--- src/rtl/fs_prefetch_queue.sv ---
// Decoupled IF stage: up to MAX_OUTST in-flight inst_sram requests feeding a QDEPTH-entry queue to ds.
// Define FS_QUEUE_BYPASS_EN to present an undropped return to ds in the same cycle when the queue is empty.
module fs_prefetch_queue #(
    parameter int unsigned QDEPTH    = 4,
    parameter int unsigned MAX_OUTST = 2,
    parameter logic [31:0] RESET_PC  = 32'h1c000000
) (
    input  logic        clk,
    input  logic        resetn,
    input  logic        redirect_valid,
    input  logic [31:0] redirect_pc,
    input  logic        fetch_stall,
    output logic        inst_sram_req,
    output logic [31:0] inst_sram_addr,
    output logic [1:0]  inst_sram_size,
    input  logic        inst_sram_addr_ok,
    input  logic        inst_sram_data_ok,
    input  logic [31:0] inst_sram_rdata,
    input  logic        ds_allowin,
    output logic        fs_to_ds_valid,
    output logic [64:0] fs_to_ds_bus
);

    localparam int unsigned CW = $clog2(QDEPTH + 1);
    localparam int unsigned QW = $clog2(QDEPTH);
    localparam int unsigned TW = (MAX_OUTST > 1) ? $clog2(MAX_OUTST) : 1;

    logic [31:0]   fetch_pc;
    logic          halted;
    logic [CW-1:0] outst;
    logic [CW-1:0] qcount;
    logic [CW-1:0] discard;

    logic [64:0]   queue [QDEPTH];
    logic [QW-1:0] q_head;
    logic [QW-1:0] q_tail;

    logic [31:0]   tag_fifo [MAX_OUTST];
    logic [TW-1:0] tag_rd;
    logic [TW-1:0] tag_wr;

    logic          ret;
    logic          drop;
    logic          deliver;
    logic          accept;
    logic          adef_push;
    logic          bypass_take;
    logic          q_push;
    logic          q_pop;
    logic [CW:0]   inflight;
    logic [64:0]   ret_entry;
    logic [64:0]   push_entry;

    function automatic logic [TW-1:0] tag_next(input logic [TW-1:0] p);
        return (p == TW'(MAX_OUTST - 1)) ? '0 : p + TW'(1);
    endfunction

    // A data_ok with nothing outstanding is a protocol violation and is ignored.
    assign ret       = resetn & inst_sram_data_ok & (outst != '0);
    assign drop      = redirect_valid | (discard != '0);
    assign deliver   = ret & ~drop;
    assign ret_entry = {1'b0, inst_sram_rdata, tag_fifo[tag_rd]};

    // Credit counts queued plus in-flight entries so a push can never find the queue full.
    assign inflight       = {1'b0, qcount} + {1'b0, outst};
    assign inst_sram_req  = resetn & ~redirect_valid & ~fetch_stall & ~halted
                          & (fetch_pc[1:0] == 2'b00)
                          & (outst < CW'(MAX_OUTST))
                          & (inflight < (CW + 1)'(QDEPTH));
    assign inst_sram_addr = fetch_pc;
    assign inst_sram_size = 2'b10;
    assign accept         = inst_sram_req & inst_sram_addr_ok;

    // Waiting for outst==0 keeps the ADEF entry behind every older instruction.
    assign adef_push = resetn & ~redirect_valid & ~halted & (fetch_pc[1:0] != 2'b00)
                     & (outst == '0) & (qcount < CW'(QDEPTH));

`ifdef FS_QUEUE_BYPASS_EN
    logic bypass_valid;
    assign bypass_valid   = deliver & (qcount == '0);
    assign fs_to_ds_valid = resetn & ((qcount != '0) | bypass_valid);
    assign fs_to_ds_bus   = (qcount == '0) ? ret_entry : queue[q_head];
    assign bypass_take    = bypass_valid & ds_allowin;
`else
    assign fs_to_ds_valid = resetn & (qcount != '0);
    assign fs_to_ds_bus   = queue[q_head];
    assign bypass_take    = 1'b0;
`endif

    assign q_pop      = (qcount != '0) & ds_allowin;
    assign q_push     = (deliver & ~bypass_take) | adef_push;
    assign push_entry = adef_push ? {1'b1, 32'h0, fetch_pc} : ret_entry;

    always_ff @(posedge clk) begin
        if (accept) begin
            tag_fifo[tag_wr] <= fetch_pc;
        end
        if (q_push & ~redirect_valid) begin
            queue[q_tail] <= push_entry;
        end
    end

    always_ff @(posedge clk) begin
        if (!resetn) begin
            fetch_pc <= RESET_PC;
            halted   <= 1'b0;
            outst    <= '0;
            qcount   <= '0;
            discard  <= '0;
            q_head   <= '0;
            q_tail   <= '0;
            tag_rd   <= '0;
            tag_wr   <= '0;
        end else begin
            // Tags track every accepted request, including ones later discarded.
            if (accept) begin
                tag_wr <= tag_next(tag_wr);
            end
            if (ret) begin
                tag_rd <= tag_next(tag_rd);
            end
            outst <= outst + CW'(accept) - CW'(ret);

            if (redirect_valid) begin
                fetch_pc <= redirect_pc;
                halted   <= 1'b0;
                discard  <= outst - CW'(ret);
                qcount   <= '0;
                q_head   <= '0;
                q_tail   <= '0;
            end else begin
                if (accept) begin
                    fetch_pc <= fetch_pc + 32'd4;
                end
                if (adef_push) begin
                    halted <= 1'b1;
                end
                if (ret && (discard != '0)) begin
                    discard <= discard - CW'(1);
                end
                if (q_push) begin
                    q_tail <= q_tail + QW'(1);
                end
                if (q_pop) begin
                    q_head <= q_head + QW'(1);
                end
                qcount <= qcount + CW'(q_push) - CW'(q_pop);
            end
        end
    end

endmodule

--- config.mk ---
export PLATFORM = sky130hd
export DESIGN_NAME = fs_prefetch_queue
export DESIGN_NICKNAME = d
export VERILOG_FILES = /design/src/rtl/fs_prefetch_queue.sv
export SDC_FILE = /design/constraint.sdc
export NUM_CORES = 1
export LEC_CHECK = 0
export CAP_MARGIN = 15
export CELL_PAD_IN_SITES_DETAIL_PLACEMENT = 1
export CELL_PAD_IN_SITES_GLOBAL_PLACEMENT = 1
export CORE_ASPECT_RATIO = 0.5
export CORE_MARGIN = 3
export CORE_UTILIZATION = 25
export CTS_CLUSTER_DIAMETER = 150
export CTS_CLUSTER_SIZE = 30
export DETAILED_ROUTE_END_ITERATION = 12
export MAX_ROUTING_LAYER = met4
export PLACE_DENSITY_LB_ADDON = 0.08
export SLEW_MARGIN = 20
export SYNTH_ARGS = -nofsm -noshare
export SYNTH_HDL_FRONTEND = slang
export SYNTH_SLANG_ARGS = --single-unit
--- constraint.sdc ---
create_clock -name clk -period 5 [get_ports clk]
set_clock_uncertainty 0.2 [all_clocks]
set_input_delay 0.5 -clock clk [delete_from_list [all_inputs] [get_ports clk]]
set_output_delay 0.5 -clock clk [all_outputs]
set_load 0.03 [all_outputs]
* Word level (Yosys, flattened, before mapping)
Memory sizes are Yosys's and may differ from the RTL's. A register that Yosys moved wholly into a read port is not among the register bits. Cells that the tools add are included.
Cells by class: add/subtract/negate cells 12, magnitude comparators 3, multiplexer cells 15, bitwise gates (word level) 24, reductions and logical operators 10
Operators by type and width (count):
- two-way mux 65 bit | 1
- two-way mux 32 bit | 2
- adder 32 x 3 -> 32 bit, second input constant | 1
- AND 1 bit | 17
- nonzero test 3 bit | 3
- subtractor 3 x 1 -> 3 bit | 3
- two-way mux 1 bit | 8
- adder 3 x 1 -> 3 bit | 2
- two-way mux 3 bit | 2
- nonzero test 2 bit | 3
- inverter 1 bit | 5
- adder 2 x 1 -> 2 bit, second input constant | 2
- adder 3 x 3 -> 4 bit | 1
- < comparator 4 x 3 -> 1 bit, second input constant | 1
- two-way mux 2 bit | 2
- zero test 3 bit | 1
- < comparator 3 x 2 -> 1 bit, second input constant | 1
- < comparator 3 bit, second input constant | 1
- subtractor 3 x 1 -> 3 bit, second input constant | 1
- adder 1 bit, second input constant | 2
- zero test 2 bit | 1
- bitwise OR 1 bit | 2
- OR reduction 2 bit | 1
- logical AND 1 bit | 1
Word-level totals: flip-flop bits (word level) 48, bits in writable memories 324, bits of input ports 71, output and inout bits 101, word-level logic and storage cells 75, memories 2
Memories:
- queue | depth 4, width 65, read ports 1, clocked after memory_dff 1, wr ports 1, RTL line 34 | logic [64:0] queue [QDEPTH];
- tag_fifo | depth 2, width 32, read ports 1, clocked after memory_dff 1, wr ports 1, RTL line 38 | logic [31:0] tag_fifo [MAX_OUTST];

* Depth between registers and ports, before layout
depth in word-level cells 10, depth in mapped cells 14, mapped depth without buffers 14

* Worst setup path after synthesis
OpenSTA, ideal clock, no wires.
kind flip-flop to flip-flop, from register outst[0], to memory queue[0][0], enable pin, data arrival time 2.812 ns, path slack 1.558 ns, cell stages (with the launch flop) 4, path buffers 0, cell sequence dfxtp_1 or3_1 o32ai_1 and3_1
Between the ends: longest elaborated chain between the ends 7, elaborated cells on any way between the ends 10, those cells by class 2 x mux; 6 x bitwise; 2 x reduce/logical
RTL lines:
- start, declared | RTL line 30 | logic [CW-1:0] outst;
- start signal, assigned | RTL line 122 | outst <= outst + CW'(accept) - CW'(ret);
- nonzero test 3 bit / zero test 3 bit (equally long branches) | RTL line 59, 76
- AND 1 bit, on equally long branches | RTL line 59, 76
- AND 1 bit, on equally long branches | RTL line 61, 76
- bitwise OR 1 bit (*) | RTL line 91 | assign q_push = (deliver & ~bypass_take) | adef_push;
- AND 1 bit (*) | RTL line 98 | if (q_push & ~redirect_valid) begin
- two-way mux 1 bit (*) | RTL line 98
- two-way mux 1 bit (not written as such) (*) | RTL line 99 | queue[q_tail] <= push_entry;
- end, declared | RTL line 34
Mark *: on every way between the ends. The rest lies on a longest branch, timed or not.

==> results.yml <==
outcome:
  run_status: "completed"
synthesis:
  synth_enable_flop_cells: 324
  postSynth.topFlopCell: "sky130_fd_sc_hd__edfxtp_1"
  mappedNetlistArea_sq_um: 15020
  ys_seq_area_share_pct: 71.59
  post-synth-top-area-fraction_pct: 64.79
  synthesis.nets: 987
  ys_seq_elements: 375
  yosysWarnings: 0
  synth_top_cell_by_area: "sky130_fd_sc_hd__edfxtp_1"
  synth_area_per_cell_sq_um: 16.72
  syn-instance-count: 898
  proportion_of_synthesized_flip_flops_having_asynchronous_set_or_reset_pct: 0
  yosysUniqueCellTypes: 57
  synth.area.top_cells: "sky130_fd_sc_hd__edfxtp_1 (65%), sky130_fd_sc_hd__mux4_2 (9.7%), sky130_fd_sc_hd__dfxtp_1 (6.8%)"
pwr:
  report.power.total_mw: 6.271
  power.density_nw_per_um2: 343.4
  power.share.sequential_pct: 59.1
  clock_power_share_pct: 25.8
  cellInternalPower_mw: 4.642
  switching_portion_of_total_power_pct: 25.98
  power.share.combinational_pct: 15.2
  power.switching_mw: 1.629
  p_leak_nw: 5.501
  vdd_drop_max_uv: 175.3
sta:
  worstMarginPinSlew_ns: 0.8782
  layout_min_cycle_time_ns: 3.682
  unrepaired_setup_endpoints_after_global_routing: "no"
  finalWorstSetupSlack_ns: 1.318
  finalHoldWorstSlack_ns: 0.3572
  final.period_utilization_pct: 73.64
  timing_hold_violations_final: 0
  setup_viol_count_final: 0
  slew_headroom_pct: 40.84
  setup_tns_ns: 0
  report.final.slew_viol_count: 0
  max_clock_freq_ghz: 0.2716
route:
  drtIter0Drc: 393
  wl_met3_um: 937
  route.met2.wl_um: 21120
  wirelength_um: 41450
  route.layer.met1.wl_um: 19000
  number_of_design_rule_violations_left_after_detail_routing: 0
  dr_total_vias: 8249
  wl_per_instance_um: 22.19
  route.top_layer_used: "met4"
  routed_via_count_divided_by_cell_count: 4.416
  first_pass_iters: 5
  ant_nets: 0
placed_design:
  hpwlAfterDp_um: 26000
  pre_cts_slack_ns: 1.098
  gpl.final_weighted_congestion: 0.7115
  place_area_sq_um: 17780
  placement.io_buffers: 169
cts:
  cts_hold_buffers: 0
  postCtsSetupBuffers: 0
  cts.reportedPaths.clkPinSlew_ns: 0.12
  clockBufferDepth: 3
  root_buffer: "sky130_fd_sc_hd__clkbuf_16"
  htree_num_levels: 1
  tritoncts: "done"
  insertion_delay_ns: 0.54
  cts_resized: 0
  numCtsBuffers: 16
  tritoncts_num_sinks: 375
cells_and_area:
  final_layout_fill_cell_count: 6054
  multiInputGateArea_sq_um: 4029
  sequential_cell_area_sq_um: 10760
  layout_common_cells: "sky130_fd_sc_hd__edfxtp_1 (324), sky130_fd_sc_hd__clkdlybuf4s50_1 (168), sky130_fd_sc_hd__mux4_2 (65)"
  final_layout_size_suffix_gt1_share_pct: 11.33
  area.growth.synth_to_final_pct: 21.61
  final_common_cell: "sky130_fd_sc_hd__edfxtp_1"
  postLayoutCellArea_sq_um: 18260
  design.final.nets: 1148
  antennaDiodeCount: 0
setup_path:
  path_class: "reg -> out"
  ff2ff_setup_slack_ns: 1.57
  cp_num_cells: 3
  worstPathCellList: "buf_12, mux4_2, clkdlybuf4s50_1"
  path_delay_family: "buffers and inverters"
  worstRegToRegCells: 12
  worst_r2r_startpoint: "outst[1]$_SDFF_PN0_"
  end_kind: "primary output"
  critical-path-slowest-cell: "sky130_fd_sc_hd__dfxtp_4"
  r2r_end: "qcount[2]$_SDFF_PP0_"
  timing.critical_path.fanout_max: 49
  cp.arrival_ns: 2.98
  timing.critical_path.from_type: "flip-flop"
  timing.critical_path.buf_inv: 2
  critPathMaxStageDelay_ns: 0.69
  worst_setup_path_endpoint: "fs_to_ds_bus[29]"
  critical_path_required_ns: 4.30
global_route:
  via_count_of_the_first_global_routing_pass: 9123
  grt_max_degree: 50
  globalRouteTotalUtil_pct: 13.38
  first_pass_grt_wire_length_um: 60910
  global_route.overflow_total: 0
  antenna_found_initial: 1
die:
  die_area_sq_um: 63220
  die_w_um: 352.6
  ios: 172
  chipHeight_um: 179.3
  core_area_sq_um: 58340
  placement_rows: 62
  initial_utilization_pct: 25.74
min_path:
  worst_hold_path_type: "reg -> reg"
flow_run:
  drv.max_cap_violation_count: 0
==> cell families after synthesis <==
logic type      synth area share [%]
fa+ha+maj                      1.600
buf+inv                        1.850
flops                          71.59
other cells                  0.05001
xor+xnor                       1.808
mux                            12.15
compound gates                 3.858
simple gates                   7.091
==> per-stage QoR <==
stage               std cells  util [%]
global placement         1841     30.49
CTS                      1868     31.30
floorplan                 898         -
detailed placement       1841     30.49
finish                   1868     31.30
global route             1868     31.30
==> worst reg2reg max path: cells and delay by family, from the launching register on <==
kind                       cells  cell delay, ns
AOI/OAI and AO/OA              1            0.71
buffers and inverters          3            0.17
adders and majority gates      3            0.77
DFF                            1            0.38
and+or+nand+nor                3            0.76
xor gates and xnor gates       2            0.30
==> registers in the layout, summed over array words and instances (netlist names), named ones only <==
signal and cells:
discard 3, outst 3, tag_fifo 64, tag_rd 1, q_head 2, queue 260
q_tail 2, tag_wr 1, halted 1, inst_sram_addr 32, qcount 3
==> cell usage after synthesis, types with 2 or more instances <==
library cell               number
sky130_fd_sc_hd__a21boi_0       2
sky130_fd_sc_hd__a21oi_1       22
sky130_fd_sc_hd__a311o_1        2
sky130_fd_sc_hd__a31oi_1        2
sky130_fd_sc_hd__and2_1         9
sky130_fd_sc_hd__and3_1         6
sky130_fd_sc_hd__and4_1         4
sky130_fd_sc_hd__buf_1          8
sky130_fd_sc_hd__buf_2          6
sky130_fd_sc_hd__buf_4          2
sky130_fd_sc_hd__clkbuf_1      31
sky130_fd_sc_hd__conb_1         2
sky130_fd_sc_hd__dfxtp_1       51
sky130_fd_sc_hd__edfxtp_1     324
sky130_fd_sc_hd__fa_1           2
sky130_fd_sc_hd__ha_1          16
sky130_fd_sc_hd__inv_1         22
sky130_fd_sc_hd__mux2i_1       36
sky130_fd_sc_hd__mux4_2        65
sky130_fd_sc_hd__nand2_1       63
sky130_fd_sc_hd__nand2b_1       2
sky130_fd_sc_hd__nand3_1       11
sky130_fd_sc_hd__nand4_1        7
sky130_fd_sc_hd__nor2_1        19
sky130_fd_sc_hd__nor2b_1       39
sky130_fd_sc_hd__nor3_1        13
sky130_fd_sc_hd__nor4_1         9
sky130_fd_sc_hd__nor4b_1        2
sky130_fd_sc_hd__nor4bb_1       2
sky130_fd_sc_hd__o21a_1         2
sky130_fd_sc_hd__o21ai_0       57
sky130_fd_sc_hd__o311ai_1       2
sky130_fd_sc_hd__o31ai_1        2
sky130_fd_sc_hd__or2_2          3
sky130_fd_sc_hd__or3_1          2
sky130_fd_sc_hd__xnor2_1       26
sky130_fd_sc_hd__xor2_1         5
==> metal layers <==
metal  track usage [%]  up-vias
li1                  -     3763
met1             17.06     4387
met2             23.69       76
met3             1.677       23
met4             1.483        0
met5                 -        -
==> cell type report <==
type | instances | share of cell area, %
multi-input cells | 453 | 22.06
clock buffers | 26 | 2.515
flip-flops and latches | 375 | 58.92
inverters | 23 | 0.4728
well taps | 800 | 5.482
repair buffers | 190 | 10.46
clock inverters | 1 | 0.08908
==> power groups by stage <==
stage / logic (mW) / registers, mW / clock network [mW]
2_1_floorplan: 0.569 / 3.75 / 0
3_3_place_gp: 0.958 / 3.78 / 0
3_5_place_dp: 0.977 / 3.78 / 0
4_1_cts: 0.979 / 3.71 / 1.72
5_1_grt: 1.04 / 3.72 / 1.81
6_report: 0.950 / 3.70 / 1.62
==> worst min path at each step <==
stage | end | cells past startpoint | from | slack (ns)
3_5_place_dp | q_head[0]$_SDFFE_PP0P_ | 2 | q_head[0]$_SDFFE_PP0P_ | 0.35
2_1_floorplan | flip-flop | 2 | q_head[1]$_SDFFE_PP0P_ | 0.28
3_3_place_gp | flip-flop | 2 | q_head[0]$_SDFFE_PP0P_ | 0.33
4_1_cts | inst_sram_addr[7]$_SDFFE_PN0P_ | 3 | redirect_pc[7] | 0.36
6_report | flip-flop | 2 | q_head[0]$_SDFFE_PP0P_ | 0.36
5_1_grt | inst_sram_addr[31]$_SDFFE_PN0P_ | 2 | redirect_pc[31] | 0.39
(Power assumes the default switching activity.)
